File: config.mk
export PLATFORM = sky130hd
export DESIGN_NAME = wm8731_config_seq
export DESIGN_NICKNAME = d
export VERILOG_FILES = /design/src/rtl/wm8731_cfg_pkg.sv /design/src/rtl/wm8731_cfg_rom.sv /design/src/rtl/wm8731_config_seq.sv
export SDC_FILE = /design/constraint.sdc
export NUM_CORES = 1
export LEC_CHECK = 0
export BUFFER_PORTS_ARGS = -buffer_cell sky130_fd_sc_hd__buf_2
export CORE_ASPECT_RATIO = 0.9
export CORE_MARGIN = 10
export CORE_UTILIZATION = 24
export CTS_CLUSTER_SIZE = 14
export DETAILED_ROUTE_END_ITERATION = 10
export MAX_ROUTING_LAYER = met4
export PLACE_DENSITY = 0.43
export SLEW_MARGIN = 10
export SYNTH_ARGS = -nofsm -noshare
export SYNTH_HDL_FRONTEND = slang
export SYNTH_SLANG_ARGS = --single-unit
File: constraint.sdc
create_clock -name MCLK -period 3.49 [get_ports MCLK]
set_input_delay 0.349 -clock MCLK [delete_from_list [all_inputs] [get_ports MCLK]]
set_output_delay 0.349 -clock MCLK [all_outputs]
set_load 0.005 [all_outputs]
File: src/rtl/wm8731_cfg_pkg.sv
// Shared state type and WM8731 register word constants for the codec configuration sequencer.
package wm8731_cfg_pkg;

  typedef enum logic [2:0] {
    ST_IDLE = 3'd0,
    ST_LOAD = 3'd1,
    ST_SEND = 3'd2,
    ST_GAP  = 3'd3,
    ST_DONE = 3'd4,
    ST_FAIL = 3'd5
  } cfgState_t;

  localparam int CFG_NUM_WORDS = 10;
  localparam int CFG_MAX_WORDS = 11;

  localparam logic [6:0] REG_LEFT_LINE_IN   = 7'h00;
  localparam logic [6:0] REG_RIGHT_LINE_IN  = 7'h01;
  localparam logic [6:0] REG_LEFT_HP_OUT    = 7'h02;
  localparam logic [6:0] REG_RIGHT_HP_OUT   = 7'h03;
  localparam logic [6:0] REG_ANALOG_PATH    = 7'h04;
  localparam logic [6:0] REG_DIGITAL_PATH   = 7'h05;
  localparam logic [6:0] REG_POWER_DOWN     = 7'h06;
  localparam logic [6:0] REG_DIGITAL_IF     = 7'h07;
  localparam logic [6:0] REG_SAMPLING       = 7'h08;
  localparam logic [6:0] REG_ACTIVE         = 7'h09;
  localparam logic [6:0] REG_RESET          = 7'h0F;

  // Each word is the 7-bit register address followed by its 9-bit payload.
  function automatic logic [15:0] cfgWord(input logic [6:0] addr, input logic [8:0] data);
    return {addr, data};
  endfunction

  localparam logic [15:0] WORD_RESET        = {REG_RESET,         9'h000};
  localparam logic [15:0] WORD_LEFT_LINE    = {REG_LEFT_LINE_IN,  9'h017};
  localparam logic [15:0] WORD_RIGHT_LINE   = {REG_RIGHT_LINE_IN, 9'h017};
  localparam logic [15:0] WORD_LEFT_HP      = {REG_LEFT_HP_OUT,   9'h079};
  localparam logic [15:0] WORD_RIGHT_HP     = {REG_RIGHT_HP_OUT,  9'h079};
  localparam logic [15:0] WORD_ANALOG_PATH  = {REG_ANALOG_PATH,   9'h012};
  localparam logic [15:0] WORD_DIGITAL_PATH = {REG_DIGITAL_PATH,  9'h000};
  localparam logic [15:0] WORD_POWER_DOWN   = {REG_POWER_DOWN,    9'h000};
  localparam logic [15:0] WORD_DIGITAL_IF   = {REG_DIGITAL_IF,    9'h002};
  localparam logic [15:0] WORD_SAMPLING     = {REG_SAMPLING,      9'h000};
  localparam logic [15:0] WORD_ACTIVE       = {REG_ACTIVE,        9'h001};

endpackage

File: src/rtl/wm8731_cfg_rom.sv
// Combinational lookup from table index to codec register word; out-of-range indices give zero.
module wm8731_cfg_rom
  import wm8731_cfg_pkg::*;
#(
  parameter int NUM_WORDS = CFG_NUM_WORDS
) (
  input  logic [4:0]  i_idx,
  output logic [15:0] o_word
);

  localparam logic [4:0] LAST_IDX = 5'(NUM_WORDS - 1);

  logic [15:0] w_baseWord;

  always_comb begin
    w_baseWord = 16'h0000;
    case (i_idx)
      5'd0:    w_baseWord = WORD_RESET;
      5'd1:    w_baseWord = WORD_LEFT_LINE;
      5'd2:    w_baseWord = WORD_RIGHT_LINE;
      5'd3:    w_baseWord = WORD_LEFT_HP;
      5'd4:    w_baseWord = WORD_RIGHT_HP;
      5'd5:    w_baseWord = WORD_ANALOG_PATH;
      5'd6:    w_baseWord = WORD_DIGITAL_PATH;
      5'd7:    w_baseWord = WORD_POWER_DOWN;
      5'd8:    w_baseWord = WORD_DIGITAL_IF;
      5'd9:    w_baseWord = WORD_SAMPLING;
      default: w_baseWord = 16'h0000;
    endcase
  end

  // Activation must come last, so it overrides whatever base entry sits at the final index.
  always_comb begin
    o_word = 16'h0000;
    if (i_idx == LAST_IDX) begin
      o_word = WORD_ACTIVE;
    end else if (i_idx < LAST_IDX) begin
      o_word = w_baseWord;
    end
  end

endmodule

File: src/rtl/wm8731_config_seq.sv
// Walks the codec register table into the I2C write engine, one word per ENABLE pulse,
// with a per-word timeout and bounded retry.
module wm8731_config_seq
  import wm8731_cfg_pkg::*;
#(
  parameter int NUM_WORDS      = CFG_NUM_WORDS,
  parameter int GAP_CYCLES     = 2048,
  parameter int TIMEOUT_CYCLES = 32768,
  parameter int MAX_RETRY      = 3
) (
  input  logic        MCLK,
  input  logic        RESET,
  input  logic        START,
  input  logic        FINISHED,
  output logic        ENABLE,
  output logic [15:0] DATA,
  output logic        BUSY,
  output logic        DONE,
  output logic        ERROR,
  output logic [3:0]  WORD_IDX
);

  localparam logic [15:0] GAP_LAST     = 16'(GAP_CYCLES - 1);
  localparam logic [15:0] TIMEOUT_LAST = 16'(TIMEOUT_CYCLES - 1);
  localparam logic [4:0]  IDX_END      = 5'(NUM_WORDS);
  localparam logic [3:0]  RETRY_MAX    = 4'(MAX_RETRY);

  cfgState_t   r_state;
  cfgState_t   w_stateNext;
  logic [4:0]  r_idx;
  logic [4:0]  w_idxNext;
  logic [3:0]  r_retry;
  logic [3:0]  w_retryNext;
  logic [15:0] r_cnt;
  logic [15:0] w_cntNext;
  logic        r_pending;
  logic        w_pendingNext;
  logic        r_finQ;
  logic [15:0] r_data;
  logic [15:0] w_dataNext;
  logic [3:0]  r_wordIdx;
  logic [3:0]  w_wordIdxNext;
  logic        r_enable;
  logic        r_busy;
  logic        r_done;
  logic        r_error;

  logic        w_finRise;
  logic        w_timeout;
  logic        w_gapEnd;
  logic        w_lastRetry;
  logic [15:0] w_romWord;

  wm8731_cfg_rom #(
    .NUM_WORDS(NUM_WORDS)
  ) u_rom (
    .i_idx (r_idx),
    .o_word(w_romWord)
  );

  // A held FINISHED level must count once, so only the edge against the registered copy matters.
  assign w_finRise   = FINISHED & ~r_finQ;
  assign w_timeout   = (r_cnt == TIMEOUT_LAST);
  assign w_gapEnd    = (r_cnt == GAP_LAST);
  assign w_lastRetry = (r_retry == RETRY_MAX);

  always_ff @(posedge MCLK) begin
    if (RESET) begin
      r_state <= ST_IDLE;
    end else begin
      r_state <= w_stateNext;
    end
  end

  always_comb begin
    w_stateNext = r_state;
    case (r_state)
      ST_IDLE: begin
        if (r_pending || START) w_stateNext = ST_LOAD;
      end
      ST_LOAD: begin
        w_stateNext = ST_SEND;
      end
      ST_SEND: begin
        if (w_finRise) begin
          w_stateNext = ST_GAP;
        end else if (w_timeout) begin
          w_stateNext = w_lastRetry ? ST_FAIL : ST_GAP;
        end
      end
      ST_GAP: begin
        if (w_gapEnd) w_stateNext = (r_idx == IDX_END) ? ST_DONE : ST_LOAD;
      end
      ST_DONE, ST_FAIL: begin
        if (START) w_stateNext = ST_LOAD;
      end
      default: begin
        w_stateNext = ST_IDLE;
      end
    endcase
  end

  always_comb begin
    w_idxNext     = r_idx;
    w_retryNext   = r_retry;
    w_cntNext     = r_cnt;
    w_pendingNext = r_pending;
    w_dataNext    = r_data;
    w_wordIdxNext = r_wordIdx;
    case (r_state)
      ST_IDLE, ST_DONE, ST_FAIL: begin
        if (w_stateNext == ST_LOAD) begin
          w_idxNext     = 5'd0;
          w_retryNext   = 4'd0;
          w_cntNext     = 16'd0;
          w_pendingNext = 1'b0;
        end
      end
      ST_LOAD: begin
        w_dataNext    = w_romWord;
        w_wordIdxNext = r_idx[3:0];
        w_cntNext     = 16'd0;
      end
      ST_SEND: begin
        if (w_finRise) begin
          w_idxNext   = r_idx + 5'd1;
          w_retryNext = 4'd0;
          w_cntNext   = 16'd0;
        end else if (w_timeout) begin
          if (!w_lastRetry) w_retryNext = r_retry + 4'd1;
          w_cntNext = 16'd0;
        end else begin
          w_cntNext = r_cnt + 16'd1;
        end
      end
      ST_GAP: begin
        w_cntNext = w_gapEnd ? 16'd0 : r_cnt + 16'd1;
      end
      default: begin
        w_cntNext = 16'd0;
      end
    endcase
  end

  // Status flags follow the registered state, so ENABLE drops one cycle after leaving SEND.
  always_ff @(posedge MCLK) begin
    if (RESET) begin
      r_idx     <= 5'd0;
      r_retry   <= 4'd0;
      r_cnt     <= 16'd0;
      r_pending <= 1'b1;
      r_finQ    <= 1'b0;
      r_data    <= 16'h0000;
      r_wordIdx <= 4'd0;
      r_enable  <= 1'b0;
      r_busy    <= 1'b0;
      r_done    <= 1'b0;
      r_error   <= 1'b0;
    end else begin
      r_idx     <= w_idxNext;
      r_retry   <= w_retryNext;
      r_cnt     <= w_cntNext;
      r_pending <= w_pendingNext;
      r_finQ    <= FINISHED;
      r_data    <= w_dataNext;
      r_wordIdx <= w_wordIdxNext;
      r_enable  <= (r_state == ST_SEND);
      r_busy    <= (r_state == ST_LOAD) || (r_state == ST_SEND) || (r_state == ST_GAP);
      r_done    <= (r_state == ST_DONE);
      r_error   <= (r_state == ST_FAIL);
    end
  end

  assign ENABLE   = r_enable;
  assign DATA     = r_data;
  assign BUSY     = r_busy;
  assign DONE     = r_done;
  assign ERROR    = r_error;
  assign WORD_IDX = r_wordIdx;

endmodule
==> results.md <==
* Outcome: finished clean
* Placer Congestion at 0.7909
* Async SR Flop Fraction at 0
* Commonest cells after routing, fill and taps aside: dfxtp_1, nor2_1, nand2_1, a21oi_1, buf_2
* Synth area leader: dfxtp_1
* Synth cell types at 56
* Sequential standard cell area at 0.001121 mm2
* Grt ovf at 0
* DP Area at 0.002967 mm2
* Most common cell after layout, fill and taps aside: dfxtp_1
* # clock sinks at 56
* Die Y at 121.0 um
* Crit Path Class: flip-flop to flip-flop
* Post-synthesis sequential area ratio at 0.4123
* F_max at 335.6 MHz
* Max IR drop VDD at 0.1647 mV
* Placed Instances at 482
* Design area at 0.003120 mm2
* CP max stage delay at 510 ps
* Final core utilization at 0.2851
* Pwr Total at 1.502 mW
* Initial antenna violation count at 0
* Reg2reg setup slack at 510 ps
* Area share of the largest cell type after synthesis at 0.4123
* Clk slew on worst S/H paths at 70 ps
* Largest net degree at the start of global routing at 34
* Crit-path most repeated cell: or4_1
* Hold-fix buffers, CTS at 0
* Number of flops mapped to enable cells by yosys at 0
* Syn_area_per_cell at 8.523 um2
* Setup TNS at 0 ps
* Max clock buf depth at 2
* Count of final setup violators at 0
* Hold slack at 319.4 ps
* Synth Instances at 319
* HPWL after DPL at 4.545 mm
* Final wirelength at 6.321 mm
* H-Tree Depth at 2
* Vias in the first global route at 2212
* Type of the worst min-delay path: primary input to flip-flop
* Worst Reg-to-Reg Cells at 9
* DR DRC count at 0
* Pleak at 1.132 nW
* Cell Pwr Density at 481.2 mW/mm2
* Final worst slack at 510.0 ps
* Worst EP arrival at 3200 ps
* Post-route ant nets at 0
* Worst relative slew slack at 0.4635
* Drt wl/cell at 12.90 um
* Synth area leaders: dfxtp_1, nand2_1, nor2_1, a21oi_1, ha_1
* Family with the most delay on the worst path: simple AND/OR/NAND/NOR gates
* Max Cap Viol at 0
* Total core area at 0.01095 mm2
* Detailed Routing Iterations Pass 1 at 4
* Initial DRC Count at 105
* First-pass GRT wire length at 10.90 mm
* Initial Util at 0.2484
* CTS tree: done
* Number of vias per cell at 4.551
* Nets at 350
* Crit share post-route at 0.8539
* RR Startpoint: r_cnt[0]
* Reg2reg end: r_cnt[12]
* Multi-input logic area at 0.001455 mm2
* CP cell instances: ha_1, nand3b_1, or4_1, o311a_1, a211oi_4, a21boi_2, buf_4, or4_1, a21oi_1
* Total GRT Usage at 0.08242
* Hold Crit Depth at 2
* Placement Setup Slack at 565.8 ps
* Setup Skew at 3.813 ps
* Synth warn at 0
* CP Capture Type: flip-flop
* Worst-Skew Late Latency at 290 ps
* Synth Flop Type: dfxtp_1
* RSZ-0062 raised after global routing: no
* Io pins at 28
* Endpoint, Worst Hold: r_finQ
* Ratio of cells with drive above 1 in the final layout at 0.1361
* P&R area growth vs syn at 14.77%
* Antenna diodes at 0
* CP Launch Type: flip-flop
* Worst hold start: FINISHED
* Inserted Clock Buffers at 5
* Num rows at 36
* Req. time, crit path at 3710 ps
* Final min period at 2980 ps
* Cell Count, Final, Fillers Out at 490
* Post_cts resized at 0
* CP Buf/Inv Count at 1
* Fillers at 1169
* Slew @ Worst Pin at 803.0 ps
* Pins Over Slew Limit at 0
* Via count at 2230
* Final Hold Fails at 0
* Root cell of the clock tree: clkbuf_16
* Die W at 132.2 um
* Synth Cell Area at 0.002719 mm2
* CP max-delay cell: or4_1
* Die area at 0.01599 mm2
* Yosys reg bits at 56
* Worst Path Max Fanout at 23
* Post-CTS setup buffers at 0
* I/O Buffers at 22
==> worst reg2reg max path, stage by stage, from the launching register on <==
cell and delay, ps:
dfxtp_1 370, ha_1 280, nand3b_1 90, or4_1 480, o311a_1 350, a211oi_4 360
a21boi_2 110, buf_4 220, or4_1 510, a21oi_1 140
==> where the power goes <==
group | switching, mW | leakage [nW] | total (mW) | internal [mW]
Combinational | 0.182 | 0.609 | 0.291 | 0.108
Sequential | 0.0235 | 0.454 | 0.697 | 0.674
Clock | 0.228 | 0.0691 | 0.514 | 0.286
==> Yosys cell counts (all sizes together) (2+ instances only) <==
master and n:
nor4b 2, nor2 33, or2 2, o211ai 2
a211oi 4, nor3b 5, or4 8, or3 6
nor4bb 2, nand4 7, xnor2 4, nand2b 5
nor2b 7, nand3 7, mux2i 4, a31oi 2
nor3 6, nand3b 2, o21ai 13, clkbuf 10
a22oi 6, nand2 33, inv 10, and2 2
dfxtp 56, a21o 5, o31ai 6, nor4 5
ha 9, xor2 5, a21oi 24, buf 12
==> worst max path at each step <==
stage	slack, ps	depth (start not counted)	end	startpoint
floorplan	830	9	r_cnt[14]	r_cnt[0]
global placement	610	9	r_cnt[12]	r_cnt[0]
detailed placement	570	9	r_cnt[12]	r_cnt[0]
CTS	500	9	r_cnt[12]	r_cnt[0]
global route	300	9	r_cnt[12]	r_cnt[0]
finish	510	9	r_cnt[12]	r_cnt[0]
==> per-layer routing <==
metal  wire, um  GRT usage
met5          0          -
met4         85    0.03434
met3        222    0.01738
met2       2652     0.1206
met1       3360     0.1081
==> layout make-up <==
type | count | area share
Tap cell | 152 | 0.06095
Clock inverter | 2 | 0.004812
Clock buffer | 6 | 0.04451
Multi-Input combinational cell | 235 | 0.4663
Sequential cell | 56 | 0.3593
Timing Repair Buffer | 29 | 0.05213
Inverter | 10 | 0.01203
==> cells by family after synthesis <==
kind of cell             count (synthesis)  synth area share
multiplexers                             5           0.01887
other                                    1          0.001379
flip-flops                              56            0.4123
AO/OA/AOI/OAI                           71            0.1721
buffers and inverters                   32           0.05798
adder cells (fa/ha/maj)                  9           0.04142
XOR/XNOR                                 9           0.02899
AND/OR/NAND/NOR                        136            0.2669
(Power assumes the default switching activity.)
